[config.mk]
export PLATFORM = sky130hd
export DESIGN_NAME = seg7_scan_reader
export DESIGN_NICKNAME = d
export VERILOG_FILES = /design/src/rtl/seg7_pkg.sv /design/src/rtl/seg7_to_bcd.sv /design/src/rtl/seg7_scan_reader.sv
export SDC_FILE = /design/constraint.sdc
export NUM_CORES = 1
export LEC_CHECK = 0
export BUFFER_PORTS_ARGS = -buffer_cell sky130_fd_sc_hd__buf_4
export CAP_MARGIN = 30
export CELL_PAD_IN_SITES_DETAIL_PLACEMENT = 1
export CELL_PAD_IN_SITES_GLOBAL_PLACEMENT = 2
export CORE_MARGIN = 4
export CORE_UTILIZATION = 29
export DETAILED_ROUTE_END_ITERATION = 7
export GPL_TIMING_DRIVEN = 0
export PLACE_DENSITY = 0.59
export SYNTH_ARGS = -nofsm -noshare
export SYNTH_HDL_FRONTEND = slang
export SYNTH_SLANG_ARGS = --single-unit
[constraint.sdc]
create_clock -name clk -period 5.78 [get_ports clk]
set_clock_uncertainty 0.15 [all_clocks]
set_input_delay 0.867 -clock clk [delete_from_list [all_inputs] [get_ports clk]]
set_output_delay 0.867 -clock clk [all_outputs]
set_load 0.02 [all_outputs]
[src/rtl/seg7_pkg.sv]
// Shared 7-segment definitions for the display driver and the scan reader.
// Keeping the code table here gives the encoder and the decoder one source for it.
package seg7_pkg;

    localparam int SEG_W = 7;
    localparam int BCD_W = 4;

    // {a,b,c,d,e,f,g}, a = MSB, active-high
    localparam logic [SEG_W-1:0] SEG_CODE [0:9] = '{
        7'b1111110, 7'b0110000, 7'b1101101, 7'b1111001, 7'b0110011,
        7'b1011011, 7'b1011111, 7'b1110000, 7'b1111111, 7'b1111011
    };

    localparam logic [BCD_W-1:0] BCD_INVALID = 4'hF;

    typedef enum logic {
        COLLECT = 1'b0,
        HOLD    = 1'b1
    } state_t;

endpackage

[src/rtl/seg7_to_bcd.sv]
// Combinational 7-segment to BCD decoder.
// A pattern outside the decimal code table decodes to BCD_INVALID and raises o_invalid.
module seg7_to_bcd
    import seg7_pkg::*;
(
    input  logic [SEG_W-1:0] i_seg,
    output logic [BCD_W-1:0] o_nibble,
    output logic             o_invalid
);

    always_comb begin
        o_nibble  = BCD_INVALID;
        o_invalid = 1'b1;
        for (int k = 0; k < 10; k++) begin
            if (i_seg == SEG_CODE[k]) begin
                o_nibble  = BCD_W'(k);
                o_invalid = 1'b0;
            end
        end
    end

endmodule

[src/rtl/seg7_scan_reader.sv]
// Reader for a multiplexed 7-segment bus: debounces each scanned digit, decodes it to BCD
// and hands one assembled frame per full scan to a valid/ready consumer.
//
//   state   | meaning
//   --------+-----------------------------------------------------------------
//   COLLECT | capturing stable digits into the shadow word until all are seen
//   HOLD    | frame presented on bcd/frame_err; waits for frame_ready
module seg7_scan_reader
    import seg7_pkg::*;
#(
    parameter int DIGITS     = 4,
    parameter int STABLE_CYC = 4
)
(
    input  logic                    clk,
    input  logic                    rst_n,
    input  logic [DIGITS-1:0]       dig_sel,
    input  logic [SEG_W-1:0]        seg,
    output logic [BCD_W*DIGITS-1:0] bcd,
    output logic                    frame_valid,
    input  logic                    frame_ready,
    output logic                    frame_err
);

    localparam int                CNT_W   = (STABLE_CYC > 2) ? $clog2(STABLE_CYC) : 1;
    localparam logic [CNT_W-1:0]  CNT_MAX = CNT_W'(STABLE_CYC - 1);

    logic [DIGITS-1:0]             r_sel;
    logic [SEG_W-1:0]              r_seg;
    logic [CNT_W-1:0]              r_cnt;
    logic [DIGITS-1:0]             r_captured;
    logic [DIGITS-1:0][BCD_W-1:0]  r_shadow;
    logic                          r_err_acc;
    state_t                        r_state;
    logic [BCD_W*DIGITS-1:0]       r_bcd;
    logic                          r_valid;
    logic                          r_err;

    logic                          w_same;
    logic                          w_onehot;
    logic [CNT_W-1:0]              w_cnt_nxt;
    logic                          w_capture;
    logic [DIGITS-1:0]             w_cap_vec;
    logic [BCD_W-1:0]              w_nibble;
    logic                          w_invalid;

    assign w_same   = (dig_sel == r_sel) && (seg == r_seg);
    assign w_onehot = (dig_sel != '0) && ((dig_sel & (dig_sel - DIGITS'(1))) == '0);

    // The capture fires on the edge where the count reaches its terminal value, so a
    // pattern present for STABLE_CYC edges (one sample plus STABLE_CYC-1 repeats) is taken.
    always_comb begin
        w_cnt_nxt = '0;
        if (w_onehot && w_same) begin
            w_cnt_nxt = (r_cnt == CNT_MAX) ? CNT_MAX : r_cnt + CNT_W'(1);
        end
    end

    assign w_capture = (r_state == COLLECT) && (w_cnt_nxt == CNT_MAX);
    assign w_cap_vec = w_capture ? (r_sel & ~r_captured) : '0;

    seg7_to_bcd u_dec (
        .i_seg     (r_seg),
        .o_nibble  (w_nibble),
        .o_invalid (w_invalid)
    );

    always_ff @(posedge clk or negedge rst_n) begin
        if (!rst_n) begin
            r_sel      <= '0;
            r_seg      <= '0;
            r_cnt      <= '0;
            r_captured <= '0;
            r_shadow   <= '0;
            r_err_acc  <= 1'b0;
            r_state    <= COLLECT;
            r_bcd      <= '0;
            r_valid    <= 1'b0;
            r_err      <= 1'b0;
        end else begin
            r_sel <= dig_sel;
            r_seg <= seg;
            r_cnt <= w_cnt_nxt;
            if (r_state == COLLECT) begin
                for (int i = 0; i < DIGITS; i++) begin
                    if (w_cap_vec[i]) begin
                        r_shadow[i] <= w_nibble;
                    end
                end
                if (|w_cap_vec) begin
                    r_err_acc <= r_err_acc | w_invalid;
                end
                r_captured <= r_captured | w_cap_vec;
                if (&r_captured) begin
                    r_state <= HOLD;
                    r_bcd   <= r_shadow;
                    r_err   <= r_err_acc;
                    r_valid <= 1'b1;
                end
            end else if (r_valid && frame_ready) begin
                r_valid    <= 1'b0;
                r_captured <= '0;
                r_err_acc  <= 1'b0;
                r_state    <= COLLECT;
            end
        end
    end

    assign bcd         = r_bcd;
    assign frame_valid = r_valid;
    assign frame_err   = r_err;

endmodule

Yosys cells after proc, flatten, opt, wreduce, memory -nomap -nowiden --
Cells that the tools add are included.
Operators by class: bitwise gates (word level) 6, reductions and logical operators 18, equality and inequality tests 15, muxes and demuxes 33, $add $sub $neg 2
Operators with widths (number):
- 7-bit == test, second input constant | 8
- 4-bit 2-to-1 mux | 13
- 1-bit 2-to-1 mux | 18
- 7-bit by 6-bit == test with 1-bit output, second input constant | 2
- 2-bit AND reduction | 6
- 4-bit AND | 2
- 7-bit == test | 1
- 1-bit logical AND | 5
- 5-bit AND reduction | 1
- 2-bit == test, second input constant | 2
- 4-bit == test | 1
- 4-bit zero test | 1
- 2-bit 2-to-1 mux | 2
- 4-bit NOT | 1
- 4-bit OR | 1
- 4-bit AND reduction | 1
- 2-bit nonzero test | 2
- 4-bit nonzero test | 1
- 4-bit OR reduction | 1
- 4-bit by 1-bit subtractor with 4-bit output, second input constant | 1
- 2-bit by 1-bit adder with 2-bit output, second input constant | 1
- 2-bit by 1-bit != test with 1-bit output, second input constant | 1
- 1-bit NOT | 1
- 1-bit OR | 1
Word-level totals: bits in registers 53, input bits 14, output and inout port bits 18, word-level logic and storage cells 87

Longest topological paths before layout --
word-level depth 14, gate-level depth with buffers 6, depth with buffers taken out 5

Modules after synthesis --
A second synthesis with hierarchy kept.
Second synthesis, totals: cell total of the unflattened synthesis 166, area total of the unflattened synthesis 2301.0 µm²
By module, submodules not included:
- seg7_scan_reader | area an instance 2098.3 µm², cells each 136, sequential area each 1326.3 µm², instances 1
- seg7_to_bcd | area an instance 202.7 µm², cells each 30, sequential area each 0.0 µm², instances 1

Worst setup path before layout --
OpenSTA, ideal clock, no wires.
kind input to register, start input port dig_sel[1], end register r_shadow[13] (netlist name), cell stages on the path 5, required time 5.502 ns, arrival time 2.053 ns, buffers on the path 0, slack 3.449 ns, library setup time 0.128 ns, cells stage by stage xnor2_1 > nand3_1 > nor4_4 > nand4_1 > mux2_1
On the way: longest elaborated chain between the ends 10, elaborated cells on any way between the ends 13, classes of those cells 1 x add/sub; 2 x eq/ne; 2 x mux; 1 x bitwise; 7 x reduce/logical
Ends and longest elaborated chain:
- start: declaration | line seg7_scan_reader.sv:17 | input logic [DIGITS-1:0] dig_sel,
- 4-bit by 1-bit subtractor with 4-bit output | line seg7_scan_reader.sv:48 | assign w_onehot = (dig_sel != '0) && ((dig_sel & (dig_sel - DIGITS'(1))) == '0);
- 4-bit AND | line seg7_scan_reader.sv:48
- 4-bit zero test | line seg7_scan_reader.sv:48
- 1-bit logical AND | line seg7_scan_reader.sv:48
- 1-bit logical AND (*) | line seg7_scan_reader.sv:54 | if (w_onehot && w_same) begin
- 2-bit 2-to-1 mux (*) | line seg7_scan_reader.sv:54
- 2-bit == test (*) | line seg7_scan_reader.sv:59 | assign w_capture = (r_state == COLLECT) && (w_cnt_nxt == CNT_MAX);
- 1-bit logical AND (*) | line seg7_scan_reader.sv:59
- 4-bit 2-to-1 mux (*) | line seg7_scan_reader.sv:60 | assign w_cap_vec = w_capture ? (r_sel & ~r_captured) : '0;
- 2-bit AND reduction (no line) (*)
- end signal: indexed assignment | line seg7_scan_reader.sv:87 | r_shadow[i] <= w_nibble;
- end: declaration | line seg7_scan_reader.sv:32 | logic [DIGITS-1:0][BCD_W-1:0] r_shadow;
Every way passes the cells marked *; elsewhere a longest branch is shown, timed or not. A chain may end at the register's enable or synchronous reset.

Worst setup path in the final report --
start input port dig_sel[1], end register r_shadow[5] (netlist name)
Same word-level chain as after synthesis.

==> summary.txt <==
Global routing
  – Vias in the first global route: around 1700
  – Most Used Layer, Global Route: met2
  – First-pass GRT wire length: between 8000 and 9000 microns
  – Largest net degree at the start of global routing: 54
  – GRT met2 Usage: just under 20%
  – Total track usage: a little under an eighth
  – GRT overflow: 0
  – Met3 Use GR: under 10%
  – Met1 Track Usage GR: 13.61%
  – Initial antenna violation count: 0

Yosys
  – Number of flops mapped to enable cells by yosys: 0
  – Number of synthesized register bits: 53
  – Post-synth ARST share: 100.0%
  – Mapped Nets: between 150 and 200
  – Synth cell types: 38
  – Main synth FF type: dfrtp_1
  – Netlist Area Pre-Place: ~0.0023 sq mm
  – Seq/Total Area, Yosys: around 58%
  – Yosys Warn Count: 0
  – Syn_area_per_cell: 12.53 sq um
  – Mapped Cells: 183

Die
  – Die Wd: around 97 microns
  – Core Rows: 32
  – Core area: slightly below 0.008 sq mm
  – Io pins: 32
  – Die Area: between 0.009 and 0.01 sq mm
  – Starting Density: between 20 and 30%
  – Die H: 96.91 microns

Clock network
  – CTS tree: yes
  – Clock buffer count from CTS: 5
  – Clock-pin slew on the worst setup and hold paths: 0.09 ns
  – Post-CTS resize count: 0
  – Clock root cell: clkbuf_8
  – Max Root-Sink Buffers: 2
  – CTS HTree Levels: 2
  – Post-CTS Setup Bufs: 0
  – Hold Buf Count CTS: 0
  – Skew-Pair Late Insertion Delay: around 0.30 ns
  – Sink Count: 53

Detailed routing
  – # DRC: 0
  – Routed WL: between 5000 and 6000 microns
  – Wire per inst: around 16 microns
  – Antenna violation net count after detailed routing: 0
  – Vias/cell: 4.858
  – Vias: approximately 1600
  – Drt pass-1 iters: 4
  – DRT iter0 DRCs: between 50 and 60

Final layout
  – Layout Nets: between 200 and 250
  – Area Growth Syn to Fin: 20.25%
  – Layout cells sized above 1: 34.84%
  – Commonest non-fill, non-tap cell in the layout: dfrtp_1
  – ANT cells: 0
  – Most frequent cells in the layout: 53 x dfrtp_1, 31 x buf_4, 29 x mux2_2

Critical path
  – Setup crit start kind: input port
  – CP required: 5.82 ns
  – Crit end category: flip-flop
  – Crit Path Category: in -> reg
  – Worst Path Max Fanout: 5
  – Critical path data arrival time: 2.44 ns

Pwr
  – VDD IR max: approximately 0.00011 V
  – Power per cell area: approximately 240 mW/mm^2
  – Leak: 0.001345 uW

Hold path
  – HP Class: reg -> reg

Timing
  – Fmax achieved: about 420 MHz
  – Period utilisation layout: approximately two fifths
  – Slew @ Worst Pin: a little under 1 ns
  – Final min period: between 2 and 2.5 ns
  – Setup TNS: 0 ns
  – Hold WS: roughly 0.30 ns
  – Slew margin rel.: between 30 and 40%
  – Final Hold Fails: 0
  – Fin. max-slew vios: 0
  – Final setup viols: 0
  – RSZ-0062 raised after global routing: no

Placement
  – Post-DP HPWL: 3803 microns
  – Final Wtd Congestion: between 0.8 and 0.9
  – Port bufs: 31

Run
  – Max-cap violations: 0

Outcome
  – Status: completed
==> report_power, final <==
part / internal (uW) / switching, uW
combinational: 18.2 / 27.6
clock: 126 / 114
sequential: 374 / 3.32
total: 518 / 145
==> synth_stat cells, types with 2 or more instances <==
master	count	share of area (%)
a21boi_0	2	0.65
a21o_1	3	0.98
a21oi_1	4	0.87
buf_2	7	1.5
dfrtp_1	53	58
inv_1	3	0.49
mux2_1	4	2.0
mux2_2	29	14
nand2_1	18	2.9
nand3_1	5	1.1
nand4_1	7	1.9
nor2_1	7	1.1
nor2b_1	5	1.4
nor3_1	2	0.44
nor4_1	3	0.82
o21ai_1	2	0.44
xnor2_1	8	3.1
==> worst paths after layout <==
kind                            start     endpoint  slack [ns]  cells past startpoint
min reg2reg                  r_cnt[0]     r_cnt[0]        0.30                      1
max reg2reg                  r_seg[5]  r_shadow[5]        3.58                      5
max                        dig_sel[1]  r_shadow[5]        3.38                      6
min                          r_cnt[0]     r_cnt[0]        0.30                      1
min in group asynchronous       rst_n      bcd[10]        0.44                      1
max in group asynchronous       rst_n     r_seg[1]        4.57                      1
==> final cells by class <==
cell class	count	area, sq um
fill	863	4931
tap	102	127.6
sequential	53	1326
inverter	3	11.26
clock inverter	2	35.03
clock buffer	5	68.82
multi-input combinational	120	919.6
timing repair buffer	31	232.7
buffer	7	35.03
==> worst max-delay path, stage by stage <==
cell and delay [ns]:
buf_4 0.13, xnor2_1 0.17, nand3_1 0.14, nor4_4 0.39, nand4_1 0.34, mux2_1 0.40
==> sequential cells by signal, indices dropped and copies added (netlist names) <==
name         cells
r_captured       4
r_seg            7
r_state          1
bcd             16
r_shadow        16
r_cnt            2
r_err_acc        1
frame_err        1
r_sel            4
frame_valid      1
==> metal layers <==
metal  routed length [microns]  vias to the layer above
met4                        54                        0
met1                      2328                      808
met2                      2548                       29
li1                          -                      727
met3                       165                        5
met5                         0                        -
==> through the flow <==
step           util [%]  cell area [sq um]  power, uW  instances  setup slack, ns
2_1_floorplan         -               2292      407.5        183            3.449
3_3_place_gp      34.51               2653      429.6        316            3.013
3_5_place_dp      34.51               2653      432.1        316            3.014
4_1_cts           35.86               2756      679.8        323            3.345
5_1_grt           35.86               2756      703.1        323            3.220
6_report          35.86               2756      663.8        323            3.383
==> cells by family after synthesis <==
logic type | synth area share (%)
and+or+nand+nor | 14.14
DFF | 57.86
muxes | 16.21
AOI/OAI and AO/OA | 6.332
buffers and inverters | 2.019
xor gates and xnor gates | 3.439
No activity file was read; power rests on OpenSTA's default activity.
